### src/rtl/shadow_ret_checker_custom.sv
// ============================================================================
// shadow_ret_checker_custom : hardware shadow stack checking RET landing PCs
// Optional feature macro: SHADOW_RET_TVAL_EN (report expected address in tval)
// Revision: 1.0
// ============================================================================
`default_nettype none

package riscv;
  localparam int XLEN = 32;
  localparam int VLEN = 32;
  localparam logic [XLEN-1:0] ILLEGAL_INSTR = 32'd2;

  typedef struct packed {
    logic [XLEN-1:0] cause;
    logic [XLEN-1:0] tval;
    logic            valid;
  } exception_t;
endpackage

package shadow_ret_pkg;
  typedef enum logic [3:0] {ADD, JAL, JALR, BEQ} fu_op;

  typedef struct packed {
    logic [riscv::VLEN-1:0] pc;
    fu_op                   op;
    logic [5:0]             rs1;
    logic [5:0]             rs2;
    logic [5:0]             rd;
    logic                   is_compressed;
    riscv::exception_t      ex;
  } scoreboard_entry_t;
endpackage

module shadow_ret_checker_custom
  import shadow_ret_pkg::*;
#(
  parameter int DEPTH = 8,
  parameter int CNT_W = $clog2(DEPTH) + 1
) (
  input  logic              clk_i,
  input  logic              rst_i,
  input  logic              flush_i,
  input  logic              valid_i,
  input  logic              ack_i,
  input  scoreboard_entry_t entry_i,
  output scoreboard_entry_t entry_o,
  output logic              violation_o,
  output logic [CNT_W-1:0]  depth_o
);

  localparam int PTR_W = $clog2(DEPTH);
  localparam logic [CNT_W-1:0] C_FULL = CNT_W'(DEPTH);

  typedef enum logic [0:0] {IDLE = 1'b0, WAIT_LANDING = 1'b1} state_e;

  state_e                 state_q, state_d;
  logic [PTR_W-1:0]       top_q, top_d;
  logic [CNT_W-1:0]       cnt_q, cnt_d;
  logic                   viol_q, viol_d;
  logic [riscv::VLEN-1:0] stack_q [DEPTH];
  logic [riscv::VLEN-1:0] stack_d [DEPTH];

  logic                   hs;
  logic                   is_call;
  logic                   is_ret;
  logic                   landing;
  logic                   mismatch;
  logic                   pop;
  logic [riscv::VLEN-1:0] ret_addr;
  logic [riscv::VLEN-1:0] top_addr;
  logic [PTR_W-1:0]       top_inc;

  assign hs       = valid_i && ack_i;
  assign is_call  = !entry_i.ex.valid && (entry_i.op == JAL || entry_i.op == JALR)
                    && (entry_i.rd[4:0] == 5'd1 || entry_i.rd[4:0] == 5'd5);
  assign is_ret   = !entry_i.ex.valid && entry_i.op == JALR
                    && entry_i.rd[4:0] == 5'd0 && entry_i.rs1[4:0] == 5'd1;
  assign ret_addr = entry_i.pc + (entry_i.is_compressed ? riscv::VLEN'(2) : riscv::VLEN'(4));
  assign top_addr = stack_q[top_q];
  assign top_inc  = top_q + PTR_W'(1);
  assign landing  = (state_q == WAIT_LANDING);

  // A flushed landing is discarded, so it is neither checked nor marked.
  assign mismatch = valid_i && !flush_i && landing && !entry_i.ex.valid
                    && (cnt_q != '0) && (entry_i.pc != top_addr);
  assign pop      = landing && (cnt_q != '0);

  always_comb begin
    entry_o = entry_i;
    if (mismatch) begin
      entry_o.ex.valid = 1'b1;
      entry_o.ex.cause = riscv::ILLEGAL_INSTR;
`ifdef SHADOW_RET_TVAL_EN
      entry_o.ex.tval  = riscv::XLEN'(top_addr);
`endif
    end
  end

  always_comb begin
    state_d = state_q;
    top_d   = top_q;
    cnt_d   = cnt_q;
    stack_d = stack_q;
    viol_d  = 1'b0;
    if (flush_i) begin
      state_d = IDLE;
      cnt_d   = '0;
    end else if (hs) begin
      state_d = is_ret ? WAIT_LANDING : IDLE;
      viol_d  = mismatch;
      if (pop && is_call) begin
        // Pop-then-push collapses to replacing the top in place.
        stack_d[top_q] = ret_addr;
      end else if (pop) begin
        top_d = top_q - PTR_W'(1);
        cnt_d = cnt_q - CNT_W'(1);
      end else if (is_call) begin
        top_d            = top_inc;
        stack_d[top_inc] = ret_addr;
        if (cnt_q != C_FULL) begin
          cnt_d = cnt_q + CNT_W'(1);
        end
      end
    end
  end

  always_ff @(posedge clk_i or posedge rst_i) begin
    if (rst_i) begin
      state_q <= IDLE;
      top_q   <= '0;
      cnt_q   <= '0;
      viol_q  <= 1'b0;
      for (int i = 0; i < DEPTH; i++) begin
        stack_q[i] <= '0;
      end
    end else begin
      state_q <= state_d;
      top_q   <= top_d;
      cnt_q   <= cnt_d;
      viol_q  <= viol_d;
      stack_q <= stack_d;
    end
  end

  assign depth_o     = cnt_q;
  assign violation_o = viol_q;

endmodule

`default_nettype wire

### config.mk
export PLATFORM = sky130hd
export DESIGN_NAME = shadow_ret_checker_custom
export DESIGN_NICKNAME = d
export VERILOG_FILES = /design/src/rtl/shadow_ret_checker_custom.sv
export SDC_FILE = /design/constraint.sdc
export NUM_CORES = 1
export LEC_CHECK = 0
export ABC_AREA = 1
export CAP_MARGIN = 20
export CORE_MARGIN = 2
export CORE_UTILIZATION = 45
export CTS_BUF_LIST = sky130_fd_sc_hd__clkbuf_2 sky130_fd_sc_hd__clkbuf_4 sky130_fd_sc_hd__clkbuf_8
export CTS_CLUSTER_DIAMETER = 150
export DETAILED_ROUTE_END_ITERATION = 8
export GPL_TIMING_DRIVEN = 0
export HOLD_SLACK_MARGIN = 0.06
export PLACE_DENSITY = 0.78
export SYNTH_ARGS = -nofsm -noshare
export SYNTH_HDL_FRONTEND = slang
export SYNTH_SLANG_ARGS = --single-unit
### constraint.sdc
create_clock -name clk_i -period 9.95 [get_ports clk_i]
set_clock_uncertainty 0.05 [all_clocks]
set_input_delay 1.4925 -clock clk_i [delete_from_list [all_inputs] [get_ports clk_i]]
set_output_delay 1.4925 -clock clk_i [all_outputs]
set_load 0.02 [all_outputs]
==> results of run 1 <==
==> cell usage in the layout (no fill, tap or decap), drive strengths merged, types with 2 or more instances in the layout <==
cell,n
xnor2,3
nand4,7
fa,2
clkdlybuf4s50,209
o21ai,301
nand3,109
clkbuf,107
dfrtp,265
ha,6
nor4,4
nand2,615
xor2,33
nor2,136
or2,22
buf,143
nor3,18
o211ai,17
a21oi,40
o31ai,2
inv,278
nand3b,4
==> worst min-delay path, stage by stage (launching register included) <==
cell     delay, ps
dfrtp_1        330
nand2_1         50
o21ai_0         60
==> registers in the layout, indices dropped and copies added (netlist names) <==
signal / flops
stack_q: 256
depth_o: 4
top_q: 3
landing: 1
violation_o: 1
==> worst min-delay path by stage <==
stage	to	depth (start not counted)	slack, ps
finish	stack_q[6]	2	430
detailed placement	stack_q[242]	2	420
global route	stack_q[159]	2	440
CTS	stack_q[242]	2	430
floorplan	stack_q[233]	2	400
global placement	stack_q[244]	2	410
==> stage by stage <==
stage	cells	TNS [ps]	cell area [um2]	setup WS (ps)
6_report	2768	0	18500	3890
5_1_grt	2767	0	18500	3820
4_1_cts	2767	0	18500	4080
3_5_place_dp	2700	0	17700	4160
3_3_place_gp	2698	-554950	17600	-2120
2_1_floorplan	2047	0	15000	1110
==> where the power goes <==
part           internal, mW  total [mW]  leakage (nW)  switching, mW
Clock                 0.527       0.977         0.453          0.451
Combinational         0.146       0.369          4.84          0.223
Sequential             1.08        1.09          3.61        0.00481
Total                  1.76        2.43          8.91          0.679
==> layer usage <==
layer / up-vias / wire length (um) / share of wire (%) / track usage [%]
met1: 6997 / 19800 / 37 / 38.8
met3: 188 / 7430 / 14 / 9.23
met5: - / 0 / 0 / 0
met4: 0 / 2820 / 5.2 / 16.0
met2: 1030 / 24200 / 45 / 49.4
li1: 6801 / - / - / -
==> area by class of cell <==
type	count	area, um2
Clock inverter	3	33.8
Inverter	276	1040
Tap cell	442	553
Timing Repair Buffer	211	2150
Multi-Input combinational cell	1322	6130
Fill cell	2962	14100
Antenna cell	1	2.50
Buffer	184	1160
Sequential cell	265	6630
Clock buffer	64	825
==> cells by family after synthesis <==
kind of cell / synth area share (%)
xor gates and xnor gates: 2.11
and+or+nand+nor: 25.3
adders and majority gates: 0.770
buffers and inverters: 14.7
AOI/OAI and AO/OA: 12.8
DFF: 44.4
==> metrics.md, run 1 <==
| Metric | Value |
|---|---|
| Tot Pwr | 2.43 mW |
| Synthesized flop and latch total | 265 |
| Num Clock Sinks | 265 |
| Primary FF master, synth | dfrtp_1 |
| CP Capture Type | primary output |
| Post-Syn Nets | 2180 |
| Final Util | 56.8% |
| Synth cell types | 35 |
| PwrDens | 131 nW/um2 |
| Critical path's most frequent cell | nand2_1 |
| Levels on crit path | 15 |
| CP Capture Point | entry_o[51] |
| Total die area | 34700 um2 |
| Most common library cells after synthesis | nand2_1, inv_1, dfrtp_1 |
| GR Overflow Total | 0 |
| Final wirelength | 54300 um |
| Final Hold Fails | 0 |
| Hold_ws | 427 ps |
| CP Data Required Time | 8410 ps |
| Via-to-Cell Ratio | 5.42 |
| Critical path's slowest cell | clkbuf_1 |
| Status | finished, final reports clean |
| Syn_area_per_cell | 7.30 um2 |
| DPL Wire Length | 36700 um |
| Die Span Y | 186 um |
| Hold_buf cts | 0 |
| Post-Syn Instances | 2047 |
| Post-synth ARST share | 100% |
| Post-synth EDFFs | 0 |
| Relative slew slack | 27.1% |
| Layout area overhead | 23.9% |
| DRT antenna net count | 0 |
| Clock slew seen by the registers of the worst setup and hold paths | 50 ps |
| Synthesized cell area | 15000 um2 |
| Wire per inst | 19.6 um |
| Slew Limit Fails | 0 |
| Fraction of layout instances using a drive strength above 1 | 11.1% |
| Dominant cells by area after synthesis | dfrtp_1, nand2_1, o21ai_0 |
| Antenna violations before repair | 0 |
| Crit path launch | top_q[0] |
| LEAKAGE | 8.91 nW |
| RSZ-0062 raised after global routing | false |
| Nets | 2439 |
| Vias in the first global route | 14100 |
| Worst-Margin Slew | 1090 ps |
| Setup Fix Bufs, Post-CTS | 0 |
| Worst r2r src | top_q[0] |
| Worst IR drop on VDD | 0.0869 mV |
| Cell taking the most area after synthesis | dfrtp_1 |
| Iter 0 DRT Violations | 1764 |
| PortBufs | 209 |
| Largest net degree at the start of global routing | 113 |
| Post-route DRC | 0 |
| Fmax | 0.165 GHz |
| Die width | 186 um |
| Fin crit share | 60.9% |
| First-pass GRT wire length | 80600 um |
| CTS tree | built |
| CP Buf/Inv Count | 5 |
| Core area | 32600 um2 |
| CP delay by family, top | buffers and inverters |
| Critical setup path kind | reg2out |
| CP startpoint kind | register |
| R2R cell count | 10 |
| Fin crit period | 6060 ps |
| Worst Path Max Fanout | 10 |
| # IOs | 250 |
| H-tree levels | 2 |
| Worst reg2reg endpoint | stack_q[85] |
| Via total after detailed routing | 15000 |
| Clock tree root driver cell | clkbuf_8 |
| Post-CTS sizing | 0 |
| Starting density of the core | 45.8% |
| Cts bufs inserted | 46 |
| Cell Chain, Critical Path | buf_4 -> inv_2 -> clkbuf_1 -> o21ai_0 -> nand2_1 -> o21ai_0 -> nand2_1 -> nand2_1 -> nor2_1 -> nand2_1 -> nor2_1 -> nand2_2 -> buf_6 -> a21oi_1 -> clkdlybuf4s50_1 |
| Max_cap viols | 0 |
| Clk Latency, worst-skew pair | 600 ps |
| R2r setup slk | 6670 ps |
| Pre-antenna DRT Iters | 5 |
| Arrival time worst endpoint | 4520 ps |
| Ys Warns | 0 |
| Yosys top cell area share | 44.4% |
| Worst Min Path Start | stack_q[6] |
| # rows | 66 |
| Final setup viols | 0 |
| Sequential area share after synthesis | 44.4% |
| RePlAce Congestion | 0.964 |
| Count leader, synth | nand2_1 |
| Tightest Hold Check Type | reg2reg |
| Clk buf depth | 3 |
| All-Layer GR Usage | 31.2% |
| CP max stage delay | 770 ps |
No activity file was read; power rests on OpenSTA's default activity.
==> run 2, diff against run 1 <==
PLACE_DENSITY = 0.81   (was 0.78)
clock period = 5.4 ns   (was 9.95 ns; I/O delays follow)
==> run 2 against run 1 <==
Effect of this change: core utilization grew 0.81 points; count of clock-buffer cells in the layout is 11 higher; cell count is 0.79% higher; critical path depth stayed put; worst hold slack improved by 1.5 ps; global-route usage is 0.33 points higher; clock power rose by 110%; critical endpoint is now entry_o[63]; largest power group is now clock.
==> metrics.md, run 2 (synthesis gave the netlist of run 1 again) <==
| Metric | Value |
|---|---|
| Die width | 186 um (unchanged) |
| Fin crit period | 5330 ps |
| Tightest Hold Check Type | reg2reg |
| CP Capture Type | primary output |
| DPL Wire Length | 37200 um (+1.4%) |
| Starting density of the core | 45.8% (unchanged) |
| Pre-antenna DRT Iters | 6 (+1) |
| PwrDens | 255 nW/um2 (+94%) |
| RSZ-0062 raised after global routing | false |
| Final wirelength | 55100 um (+1.5%) |
| Worst IR drop on VDD | 0.144 mV (+66%) |
| Antenna violations before repair | 0 (unchanged) |
| Relative slew slack | 23.8% (-3.3 points) |
| Max reg flops | 256 (unchanged) |
| GR Overflow Total | 0 (unchanged) |
| Critical setup path kind | reg2out |
| Num Clock Sinks | 265 (unchanged) |
| H-tree levels | 2 (unchanged) |
| Total die area | 34700 um2 (unchanged) |
| Clock tree root driver cell | clkbuf_8 |
| Clk buf depth | 3 (unchanged) |
| # rows | 66 (unchanged) |
| Clock slew seen by the registers of the worst setup and hold paths | 50 ps (about the same) |
| Clk Latency, worst-skew pair | 580 ps (-20 ps) |
| Status | finished, final reports clean |
| Setup Fix Bufs, Post-CTS | 0 (unchanged) |
| Wire per inst | 19.7 um (+0.66%) |
| Fraction of layout instances using a drive strength above 1 | 11.9% (+0.80 points) |
| Via-to-Cell Ratio | 5.49 (+1.2%) |
| Final setup viols | 0 (unchanged) |
| DRT antenna net count | 0 (unchanged) |
| Final Util | 57.6% (+0.81 points) |
| Setup WS pre-CTS | 830 ps (-3330 ps) |
| Final Hold Fails | 0 (unchanged) |
| Commonest non-fill, non-tap cell in the layout | nand2_1 |
| Arrival time worst endpoint | 4470 ps (-50 ps) |
| CP startpoint kind | register |
| All-Layer GR Usage | 31.5% (+0.33 points) |
| Post-CTS sizing | 0 (unchanged) |
| Final worst setup slack | 72.0 ps (-3820 ps) |
| Worst-Margin Slew | 1140 ps (+49.5 ps) |
| PortBufs | 209 (unchanged) |
| Core area | 32600 um2 (unchanged) |
| CP Data Required Time | 4540 ps (-3870 ps) |
| Fin crit share | 98.7% |
| RePlAce Congestion | 0.953 (-1.1%) |
| Via total after detailed routing | 15300 (+2.0%) |
| Layout area overhead | 25.6% |
| Largest net degree at the start of global routing | 45 (-60%) |
| Nets | 2443 (+0.16%) |
| CTS tree | built |
| Largest Register | stack_q |
| Slew Limit Fails | 0 (unchanged) |
| Worst Path Max Fanout | 10 (unchanged) |
| First-pass GRT wire length | 82200 um (+1.9%) |
| Vias in the first global route | 14700 (+4.3%) |
| Post-route DRC | 0 (unchanged) |
| Max_cap viols | 0 (unchanged) |
| Fmax | 0.188 GHz |
| Worst Min Path Start | stack_q[34] |
| Die Span Y | 186 um (unchanged) |
| Worst r2r src | top_q[0] |
| Iter 0 DRT Violations | 1969 (+12%) |
| Crit path launch | top_q[0] |
| LEAKAGE | 9.04 nW (+1.4%) |
| Most frequent cells in the layout | nand2_1, inv_1, dfrtp_1 |
| Hold_buf cts | 0 (unchanged) |
| Cts bufs inserted | 46 (unchanged) |
| # IOs | 250 (unchanged) |
-- run 2: routing by layer --
metal | wire, um | up-vias | part of all wire [%] | global-route usage [%]
li1 | - | 6832 | - | -
met1 | 19600 | 7094 | 36 | 38.7
met2 | 24200 | 1176 | 44 | 49.5
met3 | 8140 | 213 | 15 | 9.64
met4 | 3050 | 0 | 5.5 | 17.8
met5 | 0 | - | 0 | 0
-- run 2: worst paths after layout --
kind	end	slack, ps	depth (start not counted)
worst max-delay path	entry_o[63]	70	15
worst min-delay path	stack_q[34]	430	2
worst max register to register	stack_q[57]	2160	11
worst min register to register	stack_q[34]	430	2
max in group asynchronous	top_q[1]	3350	5
min in group asynchronous	stack_q[15]	700	2
-- run 2: area by class of cell --
type | count | area [um2]
well taps | 442 | 553
plain buffers | 184 | 1160
clock buffers | 75 | 926
fillers | 2895 | 13800
clock inverters | 9 | 131
flip-flops and latches | 265 | 6630
repair buffers | 215 | 2210
multi-input cells | 1322 | 6130
diodes | 2 | 5.00
inverters | 276 | 1040
-- run 2: worst max-delay path, cell delays in order, from the launching register on --
cell,delay (ps)
dfrtp_1,380
buf_4,180
inv_2,130
clkbuf_1,760
o21ai_0,240
nand2_1,150
o21ai_0,100
nand2_1,130
nand2_1,60
nor2_1,160
nand2_1,150
nor2_1,150
nand2_2,170
buf_6,200
a21oi_2,280
clkdlybuf4s50_1,660
-- run 2: per-stage QoR --
stage	instance area (um2)	total power [mW]	setup TNS, ps	cells	hold WS, ps
3_5_place_dp	17700	2.71	0	2704	415
5_1_grt	18800	4.93	0	2788	451
3_3_place_gp	17600	2.69	-204570	2698	409
2_1_floorplan	15000	2.40	0	2047	395
4_1_cts	18800	4.77	0	2788	431
6_report	18800	4.79	0	2790	428
-- run 2: power breakdown --
group / internal (mW) / switching (mW) / total [mW]
sequential: 1.99 / 0.00874 / 2.00
combinational: 0.274 / 0.414 / 0.688
clock: 1.23 / 0.870 / 2.10
